**src/rtl/mac_pkg.sv**
```systemverilog
// mac_pkg: shared state encoding, default widths and saturation bounds for the MAC requantiser.
package mac_pkg;
    localparam int ACC_W_DEF = 80;
    localparam int OUT_W_DEF = 32;
    localparam int LEN_W_DEF = 16;

    localparam logic [OUT_W_DEF-1:0] OUT_MAX = {1'b0, {(OUT_W_DEF-1){1'b1}}};
    localparam logic [OUT_W_DEF-1:0] OUT_MIN = {1'b1, {(OUT_W_DEF-1){1'b0}}};

    typedef enum logic [1:0] {
        IDLE  = 2'd0,
        ACCUM = 2'd1,
        SCALE = 2'd2,
        HOLD  = 2'd3
    } state_t;
endpackage

```
**src/rtl/mac_round_sat.sv**
```systemverilog
// mac_round_sat: round-half-up arithmetic right shift and signed saturation of the accumulator.
// Defining MAC_RELU_EN clamps negative results to zero after saturation.
module mac_round_sat
    import mac_pkg::*;
#(
    parameter int ACC_W = ACC_W_DEF,
    parameter int OUT_W = OUT_W_DEF
) (
    input  logic [ACC_W-1:0] acc,
    input  logic [5:0]       shift,
    output logic [OUT_W-1:0] res,
    output logic             sat
);
    logic [ACC_W:0]   rnd;
    logic [ACC_W:0]   t;
    logic [ACC_W:0]   s;
    logic [OUT_W-1:0] clamp;
    logic             hi;
    logic             lo;

    // one extra bit of headroom so the rounding increment can never wrap
    assign rnd = (shift == 6'd0) ? '0 : ({{ACC_W{1'b0}}, 1'b1} << (shift - 6'd1));
    assign t   = {acc[ACC_W-1], acc} + rnd;
    assign s   = $unsigned($signed(t) >>> shift);

    // in range only when every bit above the output sign bit matches the sign
    assign hi    = !s[ACC_W] && (|s[ACC_W-1:OUT_W-1]);
    assign lo    = s[ACC_W] && !(&s[ACC_W-1:OUT_W-1]);
    assign sat   = hi | lo;
    assign clamp = hi ? OUT_MAX : (lo ? OUT_MIN : s[OUT_W-1:0]);

`ifdef MAC_RELU_EN
    assign res = clamp[OUT_W-1] ? '0 : clamp;
`else
    assign res = clamp;
`endif
endmodule

```
**src/rtl/mac_accum_requant.sv**
```systemverilog
// mac_accum_requant: accumulates a programmed-length stream of signed 64-bit products, then
// rescales/saturates to 32 bits and offers it under valid/ready. Optional ReLU via MAC_RELU_EN.
module mac_accum_requant
    import mac_pkg::*;
#(
    parameter int ACC_W = ACC_W_DEF,
    parameter int OUT_W = OUT_W_DEF,
    parameter int LEN_W = LEN_W_DEF
) (
    input  logic             clk,
    input  logic             rst_n,
    input  logic             start,
    input  logic [LEN_W-1:0] len,
    input  logic [5:0]       shift,
    input  logic             prod_valid,
    output logic             prod_ready,
    input  logic [63:0]      prod,
    output logic             res_valid,
    input  logic             res_ready,
    output logic [OUT_W-1:0] res,
    output logic             busy,
    output logic             ovf
);
    state_t           state_q, state_d;
    logic [ACC_W-1:0] acc_q, acc_d;
    logic [LEN_W-1:0] cnt_q, cnt_d;
    logic [LEN_W-1:0] len_q, len_d;
    logic [5:0]       shift_q, shift_d;
    logic [OUT_W-1:0] res_q, res_d;
    logic             ovf_q, ovf_d;
    logic [OUT_W-1:0] rs_res;
    logic             rs_sat;

    mac_round_sat #(.ACC_W(ACC_W), .OUT_W(OUT_W)) u_round_sat (
        .acc   (acc_q),
        .shift (shift_q),
        .res   (rs_res),
        .sat   (rs_sat)
    );

    assign prod_ready = (state_q == ACCUM);
    assign res_valid  = (state_q == HOLD);
    assign busy       = (state_q != IDLE);
    assign res        = res_q;
    assign ovf        = ovf_q;

    always_comb begin
        state_d = state_q;
        acc_d   = acc_q;
        cnt_d   = cnt_q;
        len_d   = len_q;
        shift_d = shift_q;
        res_d   = res_q;
        ovf_d   = ovf_q;
        case (state_q)
            IDLE: if (start) begin
                acc_d   = '0;
                cnt_d   = '0;
                ovf_d   = 1'b0;
                len_d   = len;
                shift_d = shift;
                state_d = (len != '0) ? ACCUM : SCALE;
            end
            ACCUM: if (prod_valid) begin
                acc_d   = acc_q + {{(ACC_W-64){prod[63]}}, prod};
                cnt_d   = cnt_q + LEN_W'(1);
                state_d = (cnt_q == len_q - LEN_W'(1)) ? SCALE : ACCUM;
            end
            SCALE: begin
                res_d   = rs_res;
                ovf_d   = ovf_q | rs_sat;
                state_d = HOLD;
            end
            HOLD: if (res_ready) state_d = IDLE;
            default: state_d = IDLE;
        endcase
    end

    always_ff @(posedge clk or negedge rst_n) begin
        if (!rst_n) begin
            state_q <= IDLE;
            acc_q   <= '0;
            cnt_q   <= '0;
            len_q   <= '0;
            shift_q <= '0;
            res_q   <= '0;
            ovf_q   <= 1'b0;
        end else begin
            state_q <= state_d;
            acc_q   <= acc_d;
            cnt_q   <= cnt_d;
            len_q   <= len_d;
            shift_q <= shift_d;
            res_q   <= res_d;
            ovf_q   <= ovf_d;
        end
    end
endmodule

```
**config.mk**
```make
export PLATFORM = sky130hd
export DESIGN_NAME = mac_accum_requant
export DESIGN_NICKNAME = d
export VERILOG_FILES = /design/src/rtl/mac_pkg.sv /design/src/rtl/mac_round_sat.sv /design/src/rtl/mac_accum_requant.sv
export SDC_FILE = /design/constraint.sdc
export NUM_CORES = 1
export LEC_CHECK = 0
export CORE_UTILIZATION = 55
export CTS_CLUSTER_DIAMETER = 60
export CTS_CLUSTER_SIZE = 10
export DETAILED_ROUTE_END_ITERATION = 10
export PLACE_DENSITY = 0.79
export SKIP_CTS_REPAIR_TIMING = 1
export SYNTH_ARGS = -nofsm -noshare
export SYNTH_HDL_FRONTEND = slang
export SYNTH_SLANG_ARGS = --single-unit
```
**constraint.sdc**
```tcl
create_clock -name clk -period 17.87 [get_ports clk]
set_input_delay 3.574 -clock clk [delete_from_list [all_inputs] [get_ports clk]]
set_output_delay 3.574 -clock clk [all_outputs]
set_load 0.01 [all_outputs]
```
==> metrics list <==
- The run finished with clean final reports.
* Sequential fraction of the synthesis area: 16.0%
- Netlist area before placement: 0.0240 mm^2
- Among all flip-flop cells after synthesis, the most frequent one is dfrtp_1.
- The number of placed instances, taps included, is 3,832.
- Commonest cells in the netlist: nand2_1 (439), nor2_1 (336), a21oi_1 (260), o21ai_0 (242), clkbuf_1 (157)
* Horizontal die dimension: about 210 um
- Number of antenna violations at the first check in global routing: 1
* Top-level port count: 127
- CTS clk-pin slew, worst paths: 0.08 ns
- After the first detailed-routing iteration, the DRC count stood at 3,807.
- Htree depth: 4
* Leakage dissipation: 10.8 nW
- Global-route usage over all layers: 42.2%
* Via count: approximately 27,000
- The internal power of the cells totals 0.00226 W.
- The worst setup path is of the reg -> reg kind.
* Ant. Diodes: 0
- The final critical path takes up 53.7% of the cycle.
- Worst-case clock buffer depth: 2
- Final Max Slew Viols: 0
- The worst setup path is launched from a flop.
- For this run, the detailed router's first-pass iteration total came to 6.
- Compared with the post-synthesis result, the final layout area differs by 8.59%.
* Initial core utilization: 55.7%
- The congestion estimate from routability-driven global placement came to around 1.1.
- Synthesis inferred 153 register bits.
- Total overflow reported by the global router: 0
- STA puts the critical path data required time at around 18 ns.
- Clock latency on the worst-skew pair: 0.51 ns
- In this run the worst path has a maximum fanout of 39.
* Sequential share of power: 13.1%
* Number of library cell types mapped by synthesis: 104
- Worst hold slack after final layout: 0.491 ns
- During synthesis, Yosys emitted a total of 0 warnings.
* Mapped Nets: roughly 3,500
- Most numerous cell in the Yosys netlist: nand2_1
- In this run the power spent charging and discharging nets is about 0.0032 W.
- TritonCTS clock tree: done
- Fraction of power spent switching nets: about three fifths
- Final count of negative-setup-slack endpoints: 0
* Area of the core region: 0.0430 mm^2
- In this run, CTS created clock tree buffers numbering 17.
- Path category of the worst min-delay check: reg -> reg
* Syn_area_per_cell: 7.26 um^2
- The die is 211 um tall.
- RSZ-0062 raised after global routing: false
- Counting every sink on the clock net gives around 150.
- Clock Tree Root: clkbuf_16
- Critical Path End Type: flop
- Entering global routing, the biggest net connects 78 pins.
* Via count of the first global-routing pass: 25,100
- Routed WL: 95,400 um
- Largest cells by area after synthesis: dfrtp_1 (16%), ha_1 (7.6%), nand2_1 (6.9%), mux2i_1 (6.0%), a21oi_1 (5.4%)
- The detail route stage leaves a number of antenna-violating nets equal to 0.
- Of the post-synthesis cell area, the dominant cell type holds between 10% and 20%.
* Worst slew pin tran: 1.21 ns
- Setup clock skew after layout: 0.0226 ns
* Peak ir drop on the vdd network: 0.000130 V
* DRC errors left: 0
- Input/output buffers: 126
- Half-perimeter wire length after detailed placement: 73,900 um
* Gate power share: roughly four fifths
- Fmax: 0.104 GHz
- After the last flow step, the layout net total stands at 3,504.
* Number of rows created at floorplan: 76
- Headroom to the max-slew limit came out at 19.4%.
- Dividing the detail-routed via count by the number of cells gives around 7.0.
- Average wire per cell in the routed design: about 25 um
* Post-route non-filler standard cell count: 3,864
- Max-cap violations in this run came to 0.
* Share of async-settable or async-resettable flops after synthesis: 100%
* Power Density: roughly 210 mW/mm^2
* Final Hold Fails: 0
- First-pass GRT wire length: 146,000 um
- Data on the critical path arrives at its endpoint at slightly below 10 ns.
- Synthesis produced 3,301 cells.
- Min Tclk post-route: 9.60 ns
- Cell taking the most area after synthesis: dfrtp_1
* Post-synth EDFFs: 0
* Total Negative Setup Slacks: 0 ns
* Fraction of final layout cells with drive strength greater than 1: 6.34%
* Die ar.: 0.0444 mm^2
- Clock share of power: ~7.3%
## cell families after synthesis
group | Yosys count | synth area share (%)
other | 1 | 0.0157
muxes | 202 | 10.1
buffers and inverters | 267 | 4.45
DFF | 153 | 16.0
adders and majority gates | 147 | 7.74
xor gates and xnor gates | 163 | 5.96
and+or+nand+nor | 1249 | 24.4
AOI/OAI and AO/OA | 1119 | 31.4
## area by class of cell
type                       instances  area, um^2
multi-input combinational       2881       19100
fill                            4013       17000
sequential                       153        3840
timing repair buffer             161        1530
tap                              585         732
clock buffer                      17         425
clock inverter                    15         204
inverter                          52         196
## routing by layer
layer | up-vias | global-route usage [%] | share of wire [%]
met5 | - | 0 | 0
met2 | 1587 | 65.7 | 44
met4 | 0 | 19.4 | 4.8
li1 | 12400 | - | -
met3 | 289 | 7.29 | 9.5
met1 | 12900 | 57.0 | 42
## power by group through the flow
stage	clock network, W	registers (W)	logic [W]
5_1_grt	0.000409	0.000725	0.00457
3_3_place_gp	0	0.000700	0.00407
6_report	0.000394	0.000710	0.00431
3_5_place_dp	0	0.000705	0.00413
2_1_floorplan	0	0.000619	0.00297
4_1_cts	0.000398	0.000700	0.00415
## sequential cells by signal, indices dropped and copies added (netlist names)
| name | flops |
|---|---|
| shift_q | 6 |
| cnt_q | 16 |
| len_q | 16 |
| res | 32 |
| acc_q | 80 |
| state_q | 2 |
| ovf | 1 |
## metrics by stage
step	total power [W]	utilization (%)	cell area, um^2	worst slack, ns
floorplan	0.00359	-	24000	10.05
global placement	0.00477	59.0	25400	8.36
detailed placement	0.00483	59.0	25400	8.37
CTS	0.00525	60.5	26000	8.63
global route	0.00571	60.5	26000	7.90
finish	0.00542	60.5	26000	8.27
## final timing paths
kind	start	end	slack, ns	depth (start not counted)
setup / recovery	shift_q[2]	res[3]	8.27	24
hold / removal	res[30]	res[30]	0.49	2
setup reg to reg	shift_q[2]	res[3]	8.27	24
hold reg to reg	res[30]	res[30]	0.49	2
max in group asynchronous	rst_n	acc_q[30]	13.11	3
min in group asynchronous	rst_n	res[17]	2.96	1
## placed cells by master, fill, tap and decap left out, types with 31 or more instances in the layout
cell type,n
nand2_1,438
nor2_1,334
a21oi_1,260
o21ai_0,242
dfrtp_1,148
ha_1,145
mux2i_1,143
clkdlybuf4s50_1,125
xnor2_1,86
a21o_1,80
nand4_1,79
nand3_1,78
xor2_1,77
nor3_1,67
o211ai_1,47
inv_1,45
a211oi_1,45
o21a_1,43
a31oi_1,36
buf_4,35
and2_1,34
o31ai_1,32
nor4_1,31
mux2_2,31
## critical path, cell delays in order, from the launching register on
cell and delay (ns):
dfrtp_2 0.58, inv_2 0.71, buf_4 0.56, nand2_1 0.57
nor3_1 0.37, ha_1 0.26, inv_1 0.07, fa_1 0.41
nand2b_1 0.19, a21o_1 0.22, a21bo_2 0.22, o21a_1 0.32
o41ai_1 1.04, o31a_1 0.32, nor2_1 0.10, xnor2_1 0.22
a211oi_1 0.89, o32ai_1 0.22, a221oi_1 0.52, nand4_1 0.16
nor4_1 0.33, a21oi_1 0.18, o41ai_4 0.39, buf_4 0.37
o311ai_1 0.18
(Power assumes the default switching activity.)
